`src/rtl/control_pkg.sv`:
```
// Shared decode types for the ID stage: ALU/memory/branch/writeback encodings,
// the control bundle handed to EX, its NOP value and the RV32 opcode map.
package control_pkg;

    typedef enum logic [4:0] {
        ALU_ADD, ALU_SUB, ALU_SLL, ALU_SLT, ALU_SLTU, ALU_XOR, ALU_SRL, ALU_SRA,
        ALU_OR, ALU_AND,
        ALU_MUL, ALU_MULH, ALU_MULHSU, ALU_MULHU, ALU_DIV, ALU_DIVU, ALU_REM, ALU_REMU
    } alu_op_e;

    typedef enum logic [2:0] {IMM_NONE, IMM_I, IMM_S, IMM_B, IMM_U, IMM_J} imm_sel_e;
    typedef enum logic [1:0] {SRC_A_RS1, SRC_A_PC, SRC_A_ZERO} src_a_e;
    typedef enum logic {SRC_B_RS2, SRC_B_IMM} src_b_e;

    typedef enum logic [3:0] {
        MEM_NONE, MEM_LB, MEM_LH, MEM_LW, MEM_LBU, MEM_LHU, MEM_SB, MEM_SH, MEM_SW
    } mem_op_e;

    typedef enum logic [3:0] {
        BR_NONE, BR_BEQ, BR_BNE, BR_BLT, BR_BGE, BR_BLTU, BR_BGEU, BR_JAL, BR_JALR
    } br_op_e;

    typedef enum logic [1:0] {WB_ALU, WB_MEM, WB_PC4} wb_sel_e;

    typedef struct packed {
        alu_op_e    alu_op;
        logic       regwen;
        imm_sel_e   imm_sel;
        src_a_e     src_a;
        src_b_e     src_b;
        logic [4:0] rs1;
        logic [4:0] rs2;
        logic [4:0] rd;
    } control_signals_t;

    typedef struct packed {
        alu_op_e    alu_op;
        logic       regwen;
        imm_sel_e   imm_sel;
        src_a_e     src_a;
        src_b_e     src_b;
        logic [4:0] rs1;
        logic [4:0] rs2;
        logic [4:0] rd;
        mem_op_e    mem_op;
        br_op_e     br_op;
        wb_sel_e    wb_sel;
        logic       use_rs1;
        logic       use_rs2;
        logic       system;
    } ctrl_ex_t;

    localparam ctrl_ex_t CTRL_NOP = '{
        alu_op: ALU_ADD, regwen: 1'b0, imm_sel: IMM_NONE, src_a: SRC_A_RS1,
        src_b: SRC_B_RS2, rs1: 5'd0, rs2: 5'd0, rd: 5'd0, mem_op: MEM_NONE,
        br_op: BR_NONE, wb_sel: WB_ALU, use_rs1: 1'b0, use_rs2: 1'b0, system: 1'b0
    };

    localparam logic [6:0] OPC_LUI      = 7'b0110111;
    localparam logic [6:0] OPC_AUIPC    = 7'b0010111;
    localparam logic [6:0] OPC_JAL      = 7'b1101111;
    localparam logic [6:0] OPC_JALR     = 7'b1100111;
    localparam logic [6:0] OPC_BRANCH   = 7'b1100011;
    localparam logic [6:0] OPC_LOAD     = 7'b0000011;
    localparam logic [6:0] OPC_STORE    = 7'b0100011;
    localparam logic [6:0] OPC_OP_IMM   = 7'b0010011;
    localparam logic [6:0] OPC_OP       = 7'b0110011;
    localparam logic [6:0] OPC_MISC_MEM = 7'b0001111;
    localparam logic [6:0] OPC_SYSTEM   = 7'b1110011;

    // Base integer ALU mapping; alt selects SUB/SRA on the funct7[5] variants.
    function automatic alu_op_e alu_base(input logic [2:0] f3, input logic alt);
        case (f3)
            3'b000:  return alt ? ALU_SUB : ALU_ADD;
            3'b001:  return ALU_SLL;
            3'b010:  return ALU_SLT;
            3'b011:  return ALU_SLTU;
            3'b100:  return ALU_XOR;
            3'b101:  return alt ? ALU_SRA : ALU_SRL;
            3'b110:  return ALU_OR;
            default: return ALU_AND;
        endcase
    endfunction

    function automatic alu_op_e alu_mext(input logic [2:0] f3);
        case (f3)
            3'b000:  return ALU_MUL;
            3'b001:  return ALU_MULH;
            3'b010:  return ALU_MULHSU;
            3'b011:  return ALU_MULHU;
            3'b100:  return ALU_DIV;
            3'b101:  return ALU_DIVU;
            3'b110:  return ALU_REM;
            default: return ALU_REMU;
        endcase
    endfunction

    function automatic logic is_load(input mem_op_e m);
        return m inside {MEM_LB, MEM_LH, MEM_LW, MEM_LBU, MEM_LHU};
    endfunction

endpackage

```
`src/rtl/instr_decoder.sv`:
```
// Combinational RV32 decoder: raw instruction to EX control bundle, immediate
// and illegal flag. Illegal encodings are neutralised so they cannot write or branch.
module instr_decoder
    import control_pkg::*;
#(
    parameter int XLEN     = 32,
    parameter int ENABLE_M = 0
) (
    input  logic [31:0]     instr,
    output ctrl_ex_t        ctrl,
    output logic [XLEN-1:0] imm,
    output logic            illegal
);

    logic [6:0]  opcode;
    logic [6:0]  funct7;
    logic [2:0]  funct3;
    logic        writes;
    logic [31:0] imm32;

    assign opcode = instr[6:0];
    assign funct3 = instr[14:12];
    assign funct7 = instr[31:25];

    always_comb begin
        ctrl    = CTRL_NOP;
        illegal = 1'b0;
        writes  = 1'b0;
        case (opcode)
            OPC_LUI: begin
                writes = 1'b1; ctrl.imm_sel = IMM_U;
                ctrl.src_a = SRC_A_ZERO; ctrl.src_b = SRC_B_IMM;
            end
            OPC_AUIPC: begin
                writes = 1'b1; ctrl.imm_sel = IMM_U;
                ctrl.src_a = SRC_A_PC; ctrl.src_b = SRC_B_IMM;
            end
            OPC_JAL: begin
                writes = 1'b1; ctrl.imm_sel = IMM_J; ctrl.src_a = SRC_A_PC;
                ctrl.src_b = SRC_B_IMM; ctrl.br_op = BR_JAL; ctrl.wb_sel = WB_PC4;
            end
            OPC_JALR: begin
                writes = 1'b1; ctrl.imm_sel = IMM_I; ctrl.src_b = SRC_B_IMM;
                ctrl.use_rs1 = 1'b1; ctrl.br_op = BR_JALR; ctrl.wb_sel = WB_PC4;
                illegal = (funct3 != 3'b000);
            end
            OPC_BRANCH: begin
                ctrl.imm_sel = IMM_B; ctrl.use_rs1 = 1'b1; ctrl.use_rs2 = 1'b1;
                case (funct3)
                    3'b000:  begin ctrl.br_op = BR_BEQ;  ctrl.alu_op = ALU_SUB;  end
                    3'b001:  begin ctrl.br_op = BR_BNE;  ctrl.alu_op = ALU_SUB;  end
                    3'b100:  begin ctrl.br_op = BR_BLT;  ctrl.alu_op = ALU_SLT;  end
                    3'b101:  begin ctrl.br_op = BR_BGE;  ctrl.alu_op = ALU_SLT;  end
                    3'b110:  begin ctrl.br_op = BR_BLTU; ctrl.alu_op = ALU_SLTU; end
                    3'b111:  begin ctrl.br_op = BR_BGEU; ctrl.alu_op = ALU_SLTU; end
                    default: illegal = 1'b1;
                endcase
            end
            OPC_LOAD: begin
                writes = 1'b1; ctrl.imm_sel = IMM_I; ctrl.src_b = SRC_B_IMM;
                ctrl.use_rs1 = 1'b1; ctrl.wb_sel = WB_MEM;
                case (funct3)
                    3'b000:  ctrl.mem_op = MEM_LB;
                    3'b001:  ctrl.mem_op = MEM_LH;
                    3'b010:  ctrl.mem_op = MEM_LW;
                    3'b100:  ctrl.mem_op = MEM_LBU;
                    3'b101:  ctrl.mem_op = MEM_LHU;
                    default: illegal = 1'b1;
                endcase
            end
            OPC_STORE: begin
                ctrl.imm_sel = IMM_S; ctrl.src_b = SRC_B_IMM;
                ctrl.use_rs1 = 1'b1; ctrl.use_rs2 = 1'b1;
                case (funct3)
                    3'b000:  ctrl.mem_op = MEM_SB;
                    3'b001:  ctrl.mem_op = MEM_SH;
                    3'b010:  ctrl.mem_op = MEM_SW;
                    default: illegal = 1'b1;
                endcase
            end
            OPC_OP_IMM: begin
                writes = 1'b1; ctrl.imm_sel = IMM_I; ctrl.src_b = SRC_B_IMM; ctrl.use_rs1 = 1'b1;
                ctrl.alu_op = alu_base(funct3, (funct3 == 3'b101) && funct7[5]);
                if (funct3 == 3'b001)
                    illegal = (funct7 != 7'b0000000);
                else if (funct3 == 3'b101)
                    illegal = (funct7 != 7'b0000000) && (funct7 != 7'b0100000);
            end
            OPC_OP: begin
                writes = 1'b1; ctrl.use_rs1 = 1'b1; ctrl.use_rs2 = 1'b1;
                if (funct7 == 7'b0000000)
                    ctrl.alu_op = alu_base(funct3, 1'b0);
                else if (funct7 == 7'b0100000 && (funct3 == 3'b000 || funct3 == 3'b101))
                    ctrl.alu_op = alu_base(funct3, 1'b1);
                else if (funct7 == 7'b0000001 && ENABLE_M != 0)
                    ctrl.alu_op = alu_mext(funct3);
                else
                    illegal = 1'b1;
            end
            OPC_MISC_MEM: begin
                ctrl.system = 1'b1;
                illegal = (funct3 != 3'b000);
            end
            OPC_SYSTEM: begin
                // ECALL and EBREAK decode as legal; every other SYSTEM encoding is flagged illegal.
                ctrl.system = 1'b1;
                illegal = (instr[31:7] != 25'h0) && (instr[31:7] != 25'h0002000);
            end
            default: illegal = 1'b1;
        endcase
        if (instr[1:0] != 2'b11)
            illegal = 1'b1;
        ctrl.rs1    = ctrl.use_rs1 ? instr[19:15] : 5'd0;
        ctrl.rs2    = ctrl.use_rs2 ? instr[24:20] : 5'd0;
        ctrl.rd     = writes ? instr[11:7] : 5'd0;
        ctrl.regwen = writes && (ctrl.rd != 5'd0) && !illegal;
        if (illegal) begin
            ctrl.mem_op = MEM_NONE;
            ctrl.br_op  = BR_NONE;
        end
    end

    always_comb begin
        case (ctrl.imm_sel)
            IMM_I:   imm32 = {{20{instr[31]}}, instr[31:20]};
            IMM_S:   imm32 = {{20{instr[31]}}, instr[31:25], instr[11:7]};
            IMM_B:   imm32 = {{19{instr[31]}}, instr[31], instr[7], instr[30:25], instr[11:8], 1'b0};
            IMM_U:   imm32 = {instr[31:12], 12'b0};
            IMM_J:   imm32 = {{11{instr[31]}}, instr[31], instr[19:12], instr[20], instr[30:21], 1'b0};
            default: imm32 = 32'd0;
        endcase
    end

    assign imm = XLEN'(signed'(imm32));

endmodule

```
`src/rtl/decode_stage.sv`:
```
// Registered ID stage: one output register behind valid/ready, with load-use
// bubble insertion via a stall counter and a flush from branch resolution.
module decode_stage
    import control_pkg::*;
#(
    parameter int XLEN         = 32,
    parameter int ENABLE_M     = 0,
    parameter int STALL_CYCLES = 1
) (
    input  logic            clk,
    input  logic            rst_n,
    input  logic            in_valid,
    output logic            in_ready,
    input  logic [31:0]     in_instr,
    input  logic [XLEN-1:0] in_pc,
    input  logic            flush,
    output logic            out_valid,
    input  logic            out_ready,
    output ctrl_ex_t        out_ctrl,
    output logic [XLEN-1:0] out_imm,
    output logic [XLEN-1:0] out_pc,
    output logic            out_illegal
);

    ctrl_ex_t        dec_ctrl;
    logic [XLEN-1:0] dec_imm;
    logic            dec_illegal;
    logic [1:0]      stall_cnt;
    logic            hazard;
    logic            accept;

    instr_decoder #(.XLEN(XLEN), .ENABLE_M(ENABLE_M)) u_decoder (
        .instr   (in_instr),
        .ctrl    (dec_ctrl),
        .imm     (dec_imm),
        .illegal (dec_illegal)
    );

    // Unused source fields decode to 0, so a held load to rd!=0 cannot match them.
    assign hazard = in_valid && out_valid && is_load(out_ctrl.mem_op) && (out_ctrl.rd != 5'd0)
                    && ((dec_ctrl.use_rs1 && dec_ctrl.rs1 == out_ctrl.rd)
                     || (dec_ctrl.use_rs2 && dec_ctrl.rs2 == out_ctrl.rd));

    assign in_ready = !flush && (stall_cnt == 2'd0) && !hazard && (!out_valid || out_ready);
    assign accept   = in_valid && in_ready;

    // Draining the load starts the bubble; the counter covers the remaining STALL_CYCLES-1.
    always_ff @(posedge clk or negedge rst_n) begin
        if (!rst_n) begin
            out_valid   <= 1'b0;
            out_ctrl    <= CTRL_NOP;
            out_imm     <= '0;
            out_pc      <= '0;
            out_illegal <= 1'b0;
            stall_cnt   <= 2'd0;
        end else if (flush) begin
            out_valid <= 1'b0;
            stall_cnt <= 2'd0;
        end else if (accept) begin
            out_valid   <= 1'b1;
            out_ctrl    <= dec_ctrl;
            out_imm     <= dec_imm;
            out_pc      <= in_pc;
            out_illegal <= dec_illegal;
        end else if (hazard && out_ready) begin
            out_valid <= 1'b0;
            stall_cnt <= 2'(STALL_CYCLES - 1);
        end else begin
            if (out_valid && out_ready)
                out_valid <= 1'b0;
            if (stall_cnt != 2'd0)
                stall_cnt <= stall_cnt - 2'd1;
        end
    end

endmodule

```
`config.mk`:
```
export PLATFORM = sky130hd
export DESIGN_NAME = decode_stage
export DESIGN_NICKNAME = d
export VERILOG_FILES = /design/src/rtl/control_pkg.sv /design/src/rtl/instr_decoder.sv /design/src/rtl/decode_stage.sv
export SDC_FILE = /design/constraint.sdc
export NUM_CORES = 1
export LEC_CHECK = 0
export BUFFER_PORTS_ARGS = -buffer_cell sky130_fd_sc_hd__buf_2
export CELL_PAD_IN_SITES_DETAIL_PLACEMENT = 2
export CELL_PAD_IN_SITES_GLOBAL_PLACEMENT = 2
export CORE_ASPECT_RATIO = 1.4
export CORE_MARGIN = 2
export CORE_UTILIZATION = 30
export CTS_BUF_LIST = sky130_fd_sc_hd__clkbuf_16
export DETAILED_ROUTE_END_ITERATION = 7
export PLACE_DENSITY_LB_ADDON = 0.1
export SYNTH_ARGS = -nofsm -noshare
export SYNTH_HDL_FRONTEND = slang
export SYNTH_HIERARCHICAL = 1
export SYNTH_SLANG_ARGS = --single-unit
```
`constraint.sdc`:
```
create_clock -name clk -period 2.7 [get_ports clk]
set_input_delay 0.54 -clock clk [delete_from_list [all_inputs] [get_ports clk]]
set_output_delay 0.54 -clock clk [all_outputs]
set_load 0.01 [all_outputs]
```
==> out/metrics.cfg, run 1 <==
[layout]
synthToLayoutAreaGrowth_pct=37.05
diodes=0
filler_cell_count=2045
multi_input_area_um2=2970
layout.nets=767
drive_gt1_frac=0.5969
register_area_um2=2703
utilization=0.4159

[synthesis]
yosysWarningCount=6
yosysSeqAreaShare=0.4652
syn_nets=529
synthCells=459
synth_flop_cell=dfrtp_1
ys_ff_latch=108
avgSynthCellArea_um2=12.66
synth_area_um2=5809
async_flop_share=1.000
synth_edf_count=0
synth.distinct_cells=70

[cts]
clockBufferDepth=2
clock_latency_ps=350
numCtsBuffers=9
cts-root-buf=clkbuf_16
path_clk_slew_ps=70
htree_num_levels=3
cts.sinks=108
cts_tree=built
holdBufCountCts=0

[sta]
fin_worst_skew_ps=9.250
finalMaxSlewViolations=0
finalCriticalPeriod_ps=3040
fin_crit_sh=1.126
fmax_mhz=328.9
rsz0062_at_grt=yes
finalSetupTns_ps=-15930
fin_ws_ps=-340.4
final_hold_viol_count=0
slew_headroom=0.6034
worst_slew_pin_slew_ps=594.9
setup_viol=105
timing.hold.ws_ps=184.5

[floorplanning]
start_util=0.3035
std_cell_rows=60
dieArea_um2=20510
design.core.area_um2=19140
ios=176
die_h_um=168.7
die_w_um=121.6

[route]
ant_nets=0
drt_iter0_markers=104
finalWirelength_mm=19.81
wire_per_inst_um=20.85
vias=4616
drc=0
viasPerCell=4.859
drt_first_pass_iters=4

[setup_path]
crit_type=input port to output pin
worst_r2r_endpoint=out_imm[27]
r2r_cells=5
reg2reg_setup_slack_ps=210
crit_path_end_kind=output pin
critPathArrivalTime_ps=2500
reg2reg_from=out_ctrl[14]
crit_required_ps=2160
crit_fanout=5
cp-start-kind=input port

[run]
drv_cap=0

[pwr]
power.leakage_nw=4.193
irDropWorstVdd_mv=0.2624
power.share.clock=0.251
power_switching_mw=1.619
report.power.total_mw=5.157
seq_power_share=0.415
internal_power_mw=3.537
p_per_area_nw_per_um2=647.7
swShare=0.3140
comb_power_share=0.334

[global_routing]
grt_pass1_vias=5202
grt-ovfl-total=0
grt_max_degree=40
grt_use_total=0.1916
grt_pass1_wl_mm=30.12
antenna_found_initial=0

[placed_design]
hpwl_mm=14.86
gp_congestion=0.8713
dp_slack_ps=-694.5
io_buffers=175

[outcome]
failed_checks=negative setup slack
status=complete, but fails checks

[worst_hold_path]
hold_class=input port to async pin

## sequential cells by signal, indices dropped and copies added, names as in the netlist
| name | count |
|---|---|
| out_ctrl | 40 |
| out_pc | 32 |
| out_illegal | 1 |
| out_valid | 1 |
| out_imm | 32 |
| stall_cnt | 2 |
## critical path, cell delays in order
cell,delay [ps]
buf_6,90
and2b_1,210
a21oi_2,80
nor3_4,180
buf_6,150
and2_4,150
xor2_1,170
nor4_2,90
a32oi_4,320
nor2_4,70
nor4bb_4,270
buf_2,170
## area by class of cell
type                            instances  share of cell area
Sequential cell                       108              0.3395
Multi-Input combinational cell        313              0.3731
Clock inverter                          7            0.007544
Clock buffer                            9             0.02829
Inverter                               10            0.005029
Tap cell                              248             0.03898
Timing Repair Buffer                  255              0.2076
## power by group through the flow
stage | combinational (mW) | sequential (mW) | clock (mW)
after floorplan | 0.882 | 2.32 | 0
after global placement | 1.62 | 2.15 | 0
after detailed placement | 1.63 | 2.18 | 0
after CTS | 1.67 | 2.15 | 1.35
after global routing | 1.87 | 2.19 | 1.41
final | 1.72 | 2.14 | 1.29
## cells in the mapped netlist (all sizes together) (5+ instances only)
master / instances / area, um2
a21o: 19 / 142.6
a21oi: 15 / 90.09
and2: 29 / 183.9
buf: 23 / 251.5
clkbuf: 5 / 18.77
dfrtp: 108 / 2703
inv: 10 / 37.54
mux2: 104 / 1396
nand2: 13 / 51.30
nand3: 6 / 35.03
nor2: 21 / 81.33
nor3: 5 / 25.02
nor4: 5 / 37.53
o211ai: 6 / 50.05
o21ai: 14 / 70.07
xor2: 10 / 87.58
## cells in the final DEF (no fill, tap or decap), drive strengths merged, types with 3 or more instances in the layout
master  synthesis  final
buf            23    253
dfrtp         108    108
mux2          104    104
and2           29     29
nor2           21     21
a21o           19     19
a21oi          15     15
o21ai          14     14
nand2          13     13
inv            10     13
clkbuf          5     11
xor2           10     10
o211ai          6      6
nand3           6      6
nor3            5      5
nor4            5      5
a22o            4      4
or4             4      4
a211oi          4      4
nand2b          3      3
nand3b          3      3
o21a            3      3
xnor2           3      3
## worst max-delay path by stage
stage / from / endpoint / cells past startpoint
detailed placement: in_instr[3] / in_ready / 13
floorplan: in_instr[6] / out_ctrl[13] / 14
finish: in_instr[4] / in_ready / 12
global route: in_instr[2] / in_ready / 13
global placement: in_instr[2] / in_ready / 12
CTS: in_instr[2] / in_ready / 12
## repair_timing
| item | CTS | global route |
|---|---|---|
| pin swaps | 22 | 7 |
| setup buffers | 20 | 4 |
| gates cloned | 0 | 4 |
| endpoints found under the setup margin | 105 | 97 |
| resized for setup | 35 | 15 |
## layer usage
metal / part of all wire / track usage
met4: 0.020 / 0.05347
met3: 0.038 / 0.02796
met5: 0 / 0
met2: 0.56 / 0.3647
met1: 0.38 / 0.2194
## per-stage QoR
step                area [um2]  std cells
finish                    7961        950
global route              7961        950
CTS                       7795        942
detailed placement        7243        910
global placement          7243        910
floorplan                 5864        459
## logic make-up (layout without fill, tap and decap cells)
family          count (synthesis)  count (layout)  share of synthesized area
xor+xnor                       13              13                    0.01960
mux                           104             104                     0.2404
compound gates                 84              84                     0.1058
simple gates                  110             110                     0.1133
flops                         108             108                     0.4652
buf+inv                        38             281                    0.05298
fa+ha+maj                       1               1                   0.002153
other cells                     1               1                  0.0006455
(Power assumes the default switching activity.)
==> inputs of run 2 (changes only) <==
--- a/config.mk
+++ b/config.mk
@@ -10,9 +10,10 @@
 export CELL_PAD_IN_SITES_GLOBAL_PLACEMENT = 2
 export CORE_ASPECT_RATIO = 1.4
 export CORE_MARGIN = 2
-export CORE_UTILIZATION = 30
+export CORE_UTILIZATION = 33
 export CTS_BUF_LIST = sky130_fd_sc_hd__clkbuf_16
 export DETAILED_ROUTE_END_ITERATION = 7
+export HOLD_SLACK_MARGIN = 0.02
 export PLACE_DENSITY_LB_ADDON = 0.1
 export SYNTH_ARGS = -nofsm -noshare
 export SYNTH_HDL_FRONTEND = slang
==> constraint.sdc (replaced) <==
create_clock -name clk -period 2.8 [get_ports clk]
set_input_delay 0.56 -clock clk [delete_from_list [all_inputs] [get_ports clk]]
set_output_delay 0.56 -clock clk [all_outputs]
set_load 0.01 [all_outputs]
==> run 2 against run 1 <==
The run still ends with negative setup slack left. Critical endpoint unchanged. First-iteration DRC count rose by 4.8%. Flip-flop and latch count did not move. Routed wire length fell by 2.5%. Count of clock-buffer cells in the layout did not move. Power fell by 4.0%. Critical path type unchanged. Clock skew rose by 3.3 ps. Register-to-register slack improved by 210 ps.
==> out/metrics.cfg, run 2 (synthesis gave the netlist of run 1 again) <==
[outcome]
status=complete, but fails checks  ; unchanged
failed_checks=negative setup slack  ; unchanged

[sta]
fin_ws_ps=-199.3  ; was -340.4 ps
setup_viol=2  ; was 105
finalMaxSlewViolations=0  ; unchanged
timing.hold.ws_ps=70.52  ; was 184.5 ps
final_hold_viol_count=0  ; unchanged
fmax_mhz=333.4
fin_crit_sh=1.071
fin_worst_skew_ps=12.50  ; was 9.250 ps
finalCriticalPeriod_ps=2999
rsz0062_at_grt=yes  ; unchanged

[floorplanning]
die_w_um=116.1  ; was 121.6 um
ios=176  ; unchanged
die_h_um=161.0  ; was 168.7 um
start_util=0.3352  ; was 0.3035
dieArea_um2=18700  ; was 20510 um2
std_cell_rows=57  ; was 60
design.core.area_um2=17330  ; was 19140 um2

[worst_hold_path]
hold_class=input port to async pin  ; unchanged

[pwr]
power.leakage_nw=4.054  ; was 4.193 nW
report.power.total_mw=4.952  ; was 5.157 mW
irDropWorstVdd_mv=0.2610  ; was 0.2624 mV
p_per_area_nw_per_um2=638.7  ; was 647.7 nW/um2

[global_routing]
grt_max_degree=46  ; was 40
grt-ovfl-total=0  ; unchanged
grt_pass1_vias=5228  ; was 5202
antenna_found_initial=0  ; unchanged
grt_pass1_wl_mm=29.54  ; was 30.12 mm
grt_use_total=0.2067  ; was 0.1916

[setup_path]
reg2reg_from=out_ctrl[15]  ; was out_ctrl[14]
critical-path-max-stage-delay_ps=250  ; was 320 ps
critPathSlowestCell=a32oi_2  ; was a32oi_4
crit_required_ps=2240  ; was 2160 ps
crit_path_end_kind=output pin  ; unchanged
path_cells=buf_6 -> and2b_2 -> a21oi_4 -> nor3_4 -> buf_6 -> and2_4 -> xor2_2 -> nor4_2 -> a32oi_2 -> nor2_2 -> nor4bb_4 -> buf_2  ; was buf_6 -> and2b_1 -> a21oi_2 -> nor3_4 -> buf_6 -> and2_4 -> xor2_1 -> nor4_2 -> a32oi_4 -> nor2_4 -> nor4bb_4 -> buf_2
crit_fanout=6  ; was 5
cp-start-kind=input port  ; unchanged
critPathArrivalTime_ps=2440  ; was 2500 ps
crit_type=input port to output pin  ; unchanged
critPathLaunch=in_instr[4]  ; unchanged
crit_top_cell=buf_6  ; unchanged

[layout]
final_common_cell=buf_2  ; unchanged
layout.nets=743  ; was 767
drive_gt1_frac=0.5870  ; was 0.5969
filler_cell_count=1819  ; was 2045
multi_input_area_um2=3002  ; was 2970 um2
top_regs=out_ctrl (40), out_imm (32), out_pc (32)  ; unchanged
mostFrequentLayoutCells=buf_2, dfrtp_1, mux2_4  ; was buf_2, dfrtp_1, buf_4
register_area_um2=2703  ; unchanged
synthToLayoutAreaGrowth_pct=33.45  ; was 37.05%
diodes=0  ; unchanged
largest_reg_flops=40  ; unchanged
stdcell_area_um2=7752  ; was 7961 um2
regMostFlops=out_ctrl  ; unchanged

[cts]
cts_tree=built  ; unchanged
clock_latency_ps=360  ; was 350 ps
path_clk_slew_ps=80  ; was 70 ps
holdBufCountCts=0  ; unchanged
cts.sinks=108  ; unchanged
cts-root-buf=clkbuf_16  ; unchanged
clockBufferDepth=2  ; unchanged
htree_num_levels=3  ; unchanged
numCtsBuffers=9  ; unchanged

[route]
drc=0  ; unchanged
drt_iter0_markers=109  ; was 104
drt_first_pass_iters=4  ; unchanged
ant_nets=0  ; unchanged
wire_per_inst_um=21.14  ; was 20.85 um
viasPerCell=5.001  ; was 4.859
finalWirelength_mm=19.32  ; was 19.81 mm
vias=4571  ; was 4616

[placed_design]
io_buffers=175  ; unchanged
hpwl_mm=14.45  ; was 14.86 mm
dp_slack_ps=-643.3  ; was -694.5 ps
gp_congestion=0.9125  ; was 0.8713
dpl-instance-area_um2=7133  ; was 7243 um2

[run]
drv_cap=0  ; unchanged

-- run 2: changes by cell type in the layout (fill, tap and decap cells not counted), moves of 2 or more --
| cell | previous run | this run |
|---|---|---|
| buf_6 | 11 | 6 |
| xor2_2 | 3 | 7 |
| buf_4 | 64 | 46 |
| inv_8 | 2 | 0 |
| xor2_1 | 7 | 3 |
-- run 2: path summary, 6_finish.rpt --
check                               end  slack (ps)  depth (start not counted)
setup / recovery               in_ready        -200                         12
hold / removal              out_imm[18]          70                          1
setup reg to reg           out_ctrl[39]         420                          5
hold reg to reg            out_ctrl[24]         510                          1
max in group asynchronous    out_pc[20]        2100                          2
min in group clk           stall_cnt[0]         410                          2
-- run 2: layout make-up --
cell class                 count  area share
inverter                      10    0.004842
clock inverter                 7    0.007908
clock buffer                   9     0.02905
timing repair buffer         231      0.1843
multi-input combinational    313      0.3872
sequential                   108      0.3486
tap                          236     0.03809
-- run 2: what timing repair did --
item                                    4_1_cts  5_1_grt
endpoints found under the setup margin      105        4
pin swaps                                    12        6
gates cloned                                  0        2
resized for setup                            23       18
buffers inserted                             16        3
-- run 2: critical path, delay by kind of cell --
family,cells,cell delay (ps)
compound gates,2,310
xor+xnor,1,180
simple gates,6,960
buf+inv,3,410
-- run 2: metrics by stage --
stage,TNS (ps),cells,utilization
5_1_grt,-1699,914,0.4473
3_5_place_dp,-55670,882,0.4116
6_report,-202.5,914,0.4473
4_1_cts,-311.7,911,0.4390
3_3_place_gp,-38590,882,0.4116
2_1_floorplan,-5175,459,-
-- run 2: where the power goes --
group          switching, mW  leakage, nW  internal, mW
Combinational          0.752         2.50         0.874
Sequential             0.189         1.42          1.88
Clock                  0.635        0.133         0.617
-- run 2: metal layers --
layer,up-vias,share of wire,global-route usage
met5,-,0,0
met4,0,0.019,0.05574
met3,21,0.037,0.03340
met2,128,0.56,0.3931
met1,2352,0.39,0.2340
li1,2070,-,-
